--- src/rtl/column_plot_sequencer.sv ---
// Per-frame column walker: fetches wall height/colour per screen column and issues vertically
// centred rectangle jobs to the plotter. Define COLUMN_CLEAR_BG_EN to also paint ceiling/floor.
module column_plot_sequencer #(
  parameter int unsigned NUM_COLS    = 40,
  parameter int unsigned X_STEP      = 4,
`ifdef COLUMN_CLEAR_BG_EN
  parameter logic [2:0]  CEIL_COLOR  = 3'b001,
  parameter logic [2:0]  FLOOR_COLOR = 3'b010,
`endif
  parameter int unsigned SCREEN_H    = 120
) (
  input  logic       clock,
  input  logic       resetn,
  input  logic       frame_start,
  output logic       col_req,
  output logic [5:0] col_index,
  input  logic       col_valid,
  input  logic [6:0] wall_height,
  input  logic [2:0] wall_color,
  output logic       start_plot,
  input  logic       end_plot,
  output logic [7:0] X_pos,
  output logic [6:0] Y_pos,
  output logic [6:0] rect_size,
  output logic [2:0] color,
  output logic       busy,
  output logic       frame_done
);

  localparam logic [6:0] ScreenH = 7'(SCREEN_H);
  localparam logic [5:0] LastCol = 6'(NUM_COLS - 1);

  typedef enum logic [3:0] {
    StIdle,
    StReq,
    StCalc,
`ifdef COLUMN_CLEAR_BG_EN
    StCeil,
    StWaitCeil,
`endif
    StWall,
    StWaitWall,
`ifdef COLUMN_CLEAR_BG_EN
    StFloor,
    StWaitFloor,
`endif
    StNext,
    StDone
  } state_e;

  state_e     state_q;
  logic [6:0] height_q;
  logic [2:0] wall_color_q;
  logic [6:0] h_clamp;
  logic [6:0] y_calc;
  logic [7:0] x_calc;

  always_comb begin
    h_clamp = (height_q > ScreenH) ? ScreenH : height_q;
    y_calc  = (ScreenH - h_clamp) >> 1;
    x_calc  = 8'(32'(col_index) * X_STEP);
  end

`ifdef COLUMN_CLEAR_BG_EN
  // Wall geometry is kept so the ceiling and floor can be derived around it.
  logic [6:0] h_q;
  logic [6:0] y_q;
  logic [6:0] floor_y;
  logic [6:0] floor_size;

  always_comb begin
    floor_y    = y_q + h_q;
    floor_size = ScreenH - y_q - h_q;
  end
`endif

  always_ff @(posedge clock or negedge resetn) begin
    if (!resetn) begin
      state_q      <= StIdle;
      height_q     <= '0;
      wall_color_q <= '0;
`ifdef COLUMN_CLEAR_BG_EN
      h_q          <= '0;
      y_q          <= '0;
`endif
      col_req      <= 1'b0;
      col_index    <= '0;
      start_plot   <= 1'b0;
      X_pos        <= '0;
      Y_pos        <= '0;
      rect_size    <= '0;
      color        <= '0;
      busy         <= 1'b0;
      frame_done   <= 1'b0;
    end else begin
      start_plot <= 1'b0;
      frame_done <= 1'b0;
      unique case (state_q)
        StIdle: begin
          if (frame_start) begin
            col_index <= '0;
            busy      <= 1'b1;
            col_req   <= 1'b1;
            state_q   <= StReq;
          end
        end
        StReq: begin
          if (col_valid) begin
            height_q     <= wall_height;
            wall_color_q <= wall_color;
            col_req      <= 1'b0;
            state_q      <= StCalc;
          end
        end
        StCalc: begin
          X_pos <= x_calc;
`ifdef COLUMN_CLEAR_BG_EN
          h_q        <= h_clamp;
          y_q        <= y_calc;
          Y_pos      <= '0;
          rect_size  <= y_calc;
          color      <= CEIL_COLOR;
          start_plot <= (y_calc != '0);
          state_q    <= StCeil;
`else
          Y_pos      <= y_calc;
          rect_size  <= h_clamp;
          color      <= wall_color_q;
          start_plot <= (h_clamp != '0);
          state_q    <= StWall;
`endif
        end
`ifdef COLUMN_CLEAR_BG_EN
        StCeil: begin
          if (rect_size != '0) begin
            state_q <= StWaitCeil;
          end else begin
            Y_pos      <= y_q;
            rect_size  <= h_q;
            color      <= wall_color_q;
            start_plot <= (h_q != '0);
            state_q    <= StWall;
          end
        end
        StWaitCeil: begin
          if (end_plot) begin
            Y_pos      <= y_q;
            rect_size  <= h_q;
            color      <= wall_color_q;
            start_plot <= (h_q != '0);
            state_q    <= StWall;
          end
        end
`endif
        StWall: begin
          if (rect_size != '0) begin
            state_q <= StWaitWall;
          end else begin
`ifdef COLUMN_CLEAR_BG_EN
            Y_pos      <= floor_y;
            rect_size  <= floor_size;
            color      <= FLOOR_COLOR;
            start_plot <= (floor_size != '0);
            state_q    <= StFloor;
`else
            state_q <= StNext;
`endif
          end
        end
        StWaitWall: begin
          if (end_plot) begin
`ifdef COLUMN_CLEAR_BG_EN
            Y_pos      <= floor_y;
            rect_size  <= floor_size;
            color      <= FLOOR_COLOR;
            start_plot <= (floor_size != '0);
            state_q    <= StFloor;
`else
            state_q <= StNext;
`endif
          end
        end
`ifdef COLUMN_CLEAR_BG_EN
        StFloor: begin
          state_q <= (rect_size != '0) ? StWaitFloor : StNext;
        end
        StWaitFloor: begin
          if (end_plot) state_q <= StNext;
        end
`endif
        StNext: begin
          if (col_index == LastCol) begin
            frame_done <= 1'b1;
            state_q    <= StDone;
          end else begin
            col_index <= col_index + 6'd1;
            col_req   <= 1'b1;
            state_q   <= StReq;
          end
        end
        StDone: begin
          busy    <= 1'b0;
          state_q <= StIdle;
        end
        default: state_q <= StIdle;
      endcase
    end
  end

endmodule

--- config.mk ---
export PLATFORM = sky130hd
export DESIGN_NAME = column_plot_sequencer
export DESIGN_NICKNAME = d
export VERILOG_FILES = /design/src/rtl/column_plot_sequencer.sv
export SDC_FILE = /design/constraint.sdc
export NUM_CORES = 1
export LEC_CHECK = 0
export ABC_AREA = 1
export BUFFER_PORTS_ARGS = -buffer_cell sky130_fd_sc_hd__buf_2
export CAP_MARGIN = 25
export CORE_ASPECT_RATIO = 0.7
export CORE_UTILIZATION = 48
export DETAILED_ROUTE_END_ITERATION = 10
export PLACE_DENSITY = 0.72
export SYNTH_ARGS = -nofsm -noshare
export SYNTH_HDL_FRONTEND = slang
export SYNTH_SLANG_ARGS = --single-unit
--- constraint.sdc ---
create_clock -name clock -period 3.4 [get_ports clock]
set_clock_uncertainty 0.2 [all_clocks]
set_input_delay 0.17 -clock clock [delete_from_list [all_inputs] [get_ports clock]]
set_output_delay 0.17 -clock clock [all_outputs]
set_load 0.005 [all_outputs]
==> impl_metrics.xml <==
<?xml version="1.0" encoding="UTF-8"?>
<metrics>
  <group name="grt">
    <metric name="first_global_vias" unit="">1629</metric>
    <metric name="grt_start_max_net_pins" unit="">46</metric>
    <metric name="antenna_found_initial" unit="">0</metric>
    <metric name="grt_pass1_wl" unit="um">7800</metric>
    <metric name="global_route.overflow_total" unit="">0</metric>
    <metric name="grtUsageTotal" unit="%">23.0</metric>
  </group>
  <group name="setup_path">
    <metric name="worst-r2r-setup-slack" unit="ns">1.32</metric>
    <metric name="critPathMaxStageDelay" unit="ns">0.55</metric>
    <metric name="critical_path.cell_chain" unit="">inv_2 &gt; nand3_2 &gt; inv_2 &gt; nand3_1 &gt; o21a_1</metric>
    <metric name="timing.critical_path.max_delay_family" unit="">simple AND/OR/NAND/NOR gates</metric>
    <metric name="path_buf_inv" unit="">2</metric>
    <metric name="timing.critical_path.mode_cell" unit="">sky130_fd_sc_hd__inv_2</metric>
    <metric name="setup.worst_path.end_class" unit="">flip-flop</metric>
    <metric name="worstPathArrival" unit="ns">2.08</metric>
    <metric name="critical_path_peak_fanout" unit="">40</metric>
    <metric name="cp_startpoint_kind" unit="">flip-flop</metric>
    <metric name="critPathKind" unit="">reg2reg</metric>
    <metric name="critical-path-slowest-cell" unit="">sky130_fd_sc_hd__nand3_2</metric>
    <metric name="critical_path_required" unit="ns">3.40</metric>
  </group>
  <group name="finish">
    <metric name="layout.cells.most_common" unit="">sky130_fd_sc_hd__nand2_1</metric>
    <metric name="multiInputGateArea" unit="sq um">815</metric>
    <metric name="drive_gt1_share" unit="%">21.2</metric>
    <metric name="final_cell_mix" unit="">87 x sky130_fd_sc_hd__nand2_1, 46 x sky130_fd_sc_hd__buf_2, 45 x sky130_fd_sc_hd__dfrtp_1</metric>
    <metric name="insertedDiodeCount" unit="">0</metric>
    <metric name="final-seq-area" unit="sq mm">0.00113</metric>
    <metric name="filler_cell_count" unit="">354</metric>
    <metric name="nets" unit="">327</metric>
    <metric name="area.growth.synth_to_final" unit="%">23.9</metric>
  </group>
  <group name="sta">
    <metric name="rsz0062_at_grt" unit="">no</metric>
    <metric name="hold-worst-slack" unit="ns">0.0101</metric>
    <metric name="max_freq" unit="MHz">481</metric>
    <metric name="finalSetupTns" unit="ns">0</metric>
    <metric name="max_transition_viols_final" unit="">0</metric>
    <metric name="fraction_of_the_cycle_the_final_worst_path_needs" unit="%">61.1</metric>
    <metric name="layout_min_cycle_time" unit="ns">2.08</metric>
    <metric name="report.final.hold_viol_count" unit="">0</metric>
    <metric name="worst-slew-pin-transition" unit="ns">0.697</metric>
    <metric name="max_slew_headroom_at_the_worst_pin" unit="%">53.5</metric>
    <metric name="number_of_setup_violations_in_the_final_report" unit="">0</metric>
  </group>
  <group name="drt">
    <metric name="detail_route.iter0.violations" unit="">110</metric>
    <metric name="wl_met2" unit="um">1930</metric>
    <metric name="drtPass1Iterations" unit="">4</metric>
    <metric name="route.layer.met1.wl" unit="um">2440</metric>
    <metric name="detail_route.drc_violations" unit="">0</metric>
    <metric name="totalWireLength" unit="um">4750</metric>
    <metric name="detail_route.vias_per_cell" unit="">4.99</metric>
    <metric name="wl_per_cell" unit="um">13.1</metric>
    <metric name="detailroute.via_count" unit="">1813</metric>
    <metric name="top_layer_used" unit="">met4</metric>
    <metric name="wl_met3" unit="um">333</metric>
    <metric name="postRouteAntennaNets" unit="">0</metric>
  </group>
  <group name="floorplanning">
    <metric name="design.portCount" unit="">50</metric>
    <metric name="fp.dieH" unit="um">57.0</metric>
    <metric name="rows" unit="">19</metric>
    <metric name="die_outline_width" unit="um">80.6</metric>
    <metric name="fp.dieArea" unit="sq mm">0.00460</metric>
    <metric name="core_area" unit="sq mm">0.00404</metric>
    <metric name="initial_utilization" unit="%">51.4</metric>
  </group>
  <group name="placed_design">
    <metric name="globalplace.congestion" unit="">0.864</metric>
    <metric name="hpwl" unit="um">3210</metric>
    <metric name="numPortBuffers" unit="">46</metric>
  </group>
  <group name="clocking">
    <metric name="cts_tree" unit="">built</metric>
    <metric name="ctsHtreeMaxLevel" unit="">2</metric>
    <metric name="clock_insertion_delay_worst_skew" unit="ns">0.30</metric>
    <metric name="clock-root-buffer" unit="">sky130_fd_sc_hd__clkbuf_8</metric>
    <metric name="clkSinkCount" unit="">45</metric>
    <metric name="cts_inserted_buffers" unit="">5</metric>
    <metric name="quantity_of_gates_resized_following_cts" unit="">0</metric>
    <metric name="cts.reportedPaths.clkPinSlew" unit="ns">0.08</metric>
    <metric name="clock_buffer_depth" unit="">2</metric>
  </group>
  <group name="pwr">
    <metric name="ir_worst_vdd" unit="V">0.000459</metric>
    <metric name="pwr-share-comb" unit="%">37.0</metric>
    <metric name="seq_power_share" unit="%">43.3</metric>
    <metric name="power.static_leakage" unit="nW">1.37</metric>
    <metric name="sw_pwr" unit="uW">839</metric>
    <metric name="p_clk_share" unit="%">19.7</metric>
    <metric name="swShare" unit="%">39.5</metric>
    <metric name="power_density_of_the_placed_cells" unit="mW/mm^2">825</metric>
    <metric name="power_report.internal_total" unit="mW">1.28</metric>
  </group>
  <group name="logic_synthesis">
    <metric name="per_instance_average_area_after_synthesis" unit="sq um">8.31</metric>
    <metric name="post_synth_num_cell_types" unit="">29</metric>
    <metric name="syn_inst" unit="">250</metric>
    <metric name="ys_ff_latch" unit="">45</metric>
    <metric name="share_of_the_yosys_chip_area_belonging_to_registers" unit="%">54.2</metric>
    <metric name="syn-cell-area" unit="sq mm">0.00208</metric>
    <metric name="yosys_warnings" unit="">0</metric>
  </group>
  <group name="hold_path">
    <metric name="worst_hold_path_type" unit="">in2reg</metric>
  </group>
  <group name="flow_run">
    <metric name="timing.max_cap.violations" unit="">0</metric>
  </group>
  <group name="status">
    <metric name="run_status" unit="">finished clean</metric>
  </group>
</metrics>
[final timing paths]
check                             endpoint             from  cells after the start
max in group asynchronous  wall_color_q[0]           resetn                      3
max                               Y_pos[2]       state_q[2]                      5
min in group asynchronous       frame_done           resetn                      2
min reg2reg                       color[2]  wall_color_q[2]                      2
max reg2reg                       Y_pos[2]       state_q[2]                      5
min                             state_q[0]        col_valid                      4
[cell families after synthesis]
group	count (synthesis)	share of synthesized area [%]
compound gates	31	7.71
simple gates	140	28.9
xor+xnor	2	0.844
buf+inv	29	6.93
flops	45	54.2
fa+ha+maj	2	1.20
other cells	1	0.181
[through the flow]
stage | instance area [sq um] | setup slack [ns] | cells | total power, mW | util (%)
2_1_floorplan | 2080 | 1.85 | 252 | 1.42 | -
3_3_place_gp | 2320 | 1.40 | 342 | 1.67 | 57.3
3_5_place_dp | 2320 | 1.36 | 342 | 1.69 | 57.3
4_1_cts | 2550 | 1.33 | 362 | 2.13 | 63.2
5_1_grt | 2570 | 1.07 | 363 | 2.30 | 63.7
6_report | 2570 | 1.32 | 363 | 2.12 | 63.7
[cells in the mapped netlist]
library cell                n  area share (%)
sky130_fd_sc_hd__inv_2      3            0.54
sky130_fd_sc_hd__or2_2      1            0.30
sky130_fd_sc_hd__o21ai_1    4            0.96
sky130_fd_sc_hd__xnor2_1    1            0.42
sky130_fd_sc_hd__nand3_1   17             4.1
sky130_fd_sc_hd__a22oi_1    1            0.36
sky130_fd_sc_hd__xor2_1     1            0.42
sky130_fd_sc_hd__conb_1     1            0.18
sky130_fd_sc_hd__buf_4      4             1.4
sky130_fd_sc_hd__dfrtp_1   45              54
sky130_fd_sc_hd__ha_1       2             1.2
sky130_fd_sc_hd__nand3_2    2            0.96
sky130_fd_sc_hd__inv_1     17             3.1
sky130_fd_sc_hd__nand2_1   87              16
sky130_fd_sc_hd__nand3b_1   1            0.36
sky130_fd_sc_hd__buf_6      2             1.1
sky130_fd_sc_hd__nand4_1    1            0.30
sky130_fd_sc_hd__buf_2      2            0.48
sky130_fd_sc_hd__nor3_2     1            0.48
sky130_fd_sc_hd__nor3_1     1            0.24
sky130_fd_sc_hd__nor4_1     1            0.30
sky130_fd_sc_hd__and2_0     1            0.30
sky130_fd_sc_hd__nor2_4     2             1.1
sky130_fd_sc_hd__o21a_1     1            0.36
sky130_fd_sc_hd__nor2_1    23             4.2
sky130_fd_sc_hd__inv_4      1            0.30
sky130_fd_sc_hd__o21ai_0   20             4.8
sky130_fd_sc_hd__a21oi_1    5             1.2
sky130_fd_sc_hd__nand2_2    2            0.60
[worst min-delay path: cells and delay by family]
kind                   cells  cell delay [ns]
buffers and inverters      2             0.14
and+or+nand+nor            2             0.17
[power by group through the flow]
stage | Clock (mW) | Sequential, mW | Combinational (mW)
finish | 0.418 | 0.919 | 0.786
global route | 0.448 | 0.945 | 0.906
CTS | 0.422 | 0.916 | 0.790
detailed placement | 0 | 0.923 | 0.765
global placement | 0 | 0.921 | 0.752
floorplan | 0 | 0.895 | 0.529
[layer usage]
| metal | global-route usage (%) | vias up |
|---|---|---|
| li1 | - | 903 |
| met1 | 35.6 | 837 |
| met2 | 30.9 | 66 |
| met3 | 7.20 | 7 |
| met4 | 6.38 | 0 |
| met5 | 0 | - |
[area by class of cell]
class                           count  area share [%]
Sequential cell                    45            43.8
Clock inverter                      1            1.17
Timing Repair Buffer               59            14.4
Inverter                           21            3.16
Multi-Input combinational cell    178            31.6
Clock buffer                        7            3.35
Tap cell                           52            2.53
[timing repair]
item,4_1_cts,5_1_grt
setup buffers,0,0
hold buffers,12,0
endpoints found under the hold margin,56,0
[sequential cells by signal, summed over array words and instances (netlist names)]
name / cells
height_q: 7
rect_size: 7
Y_pos: 6
state_q: 3
X_pos: 6
color: 3
col_req: 1
frame_done: 1
start_plot: 1
busy: 1
wall_color_q: 3
col_index: 6
(Power assumes the default switching activity.)
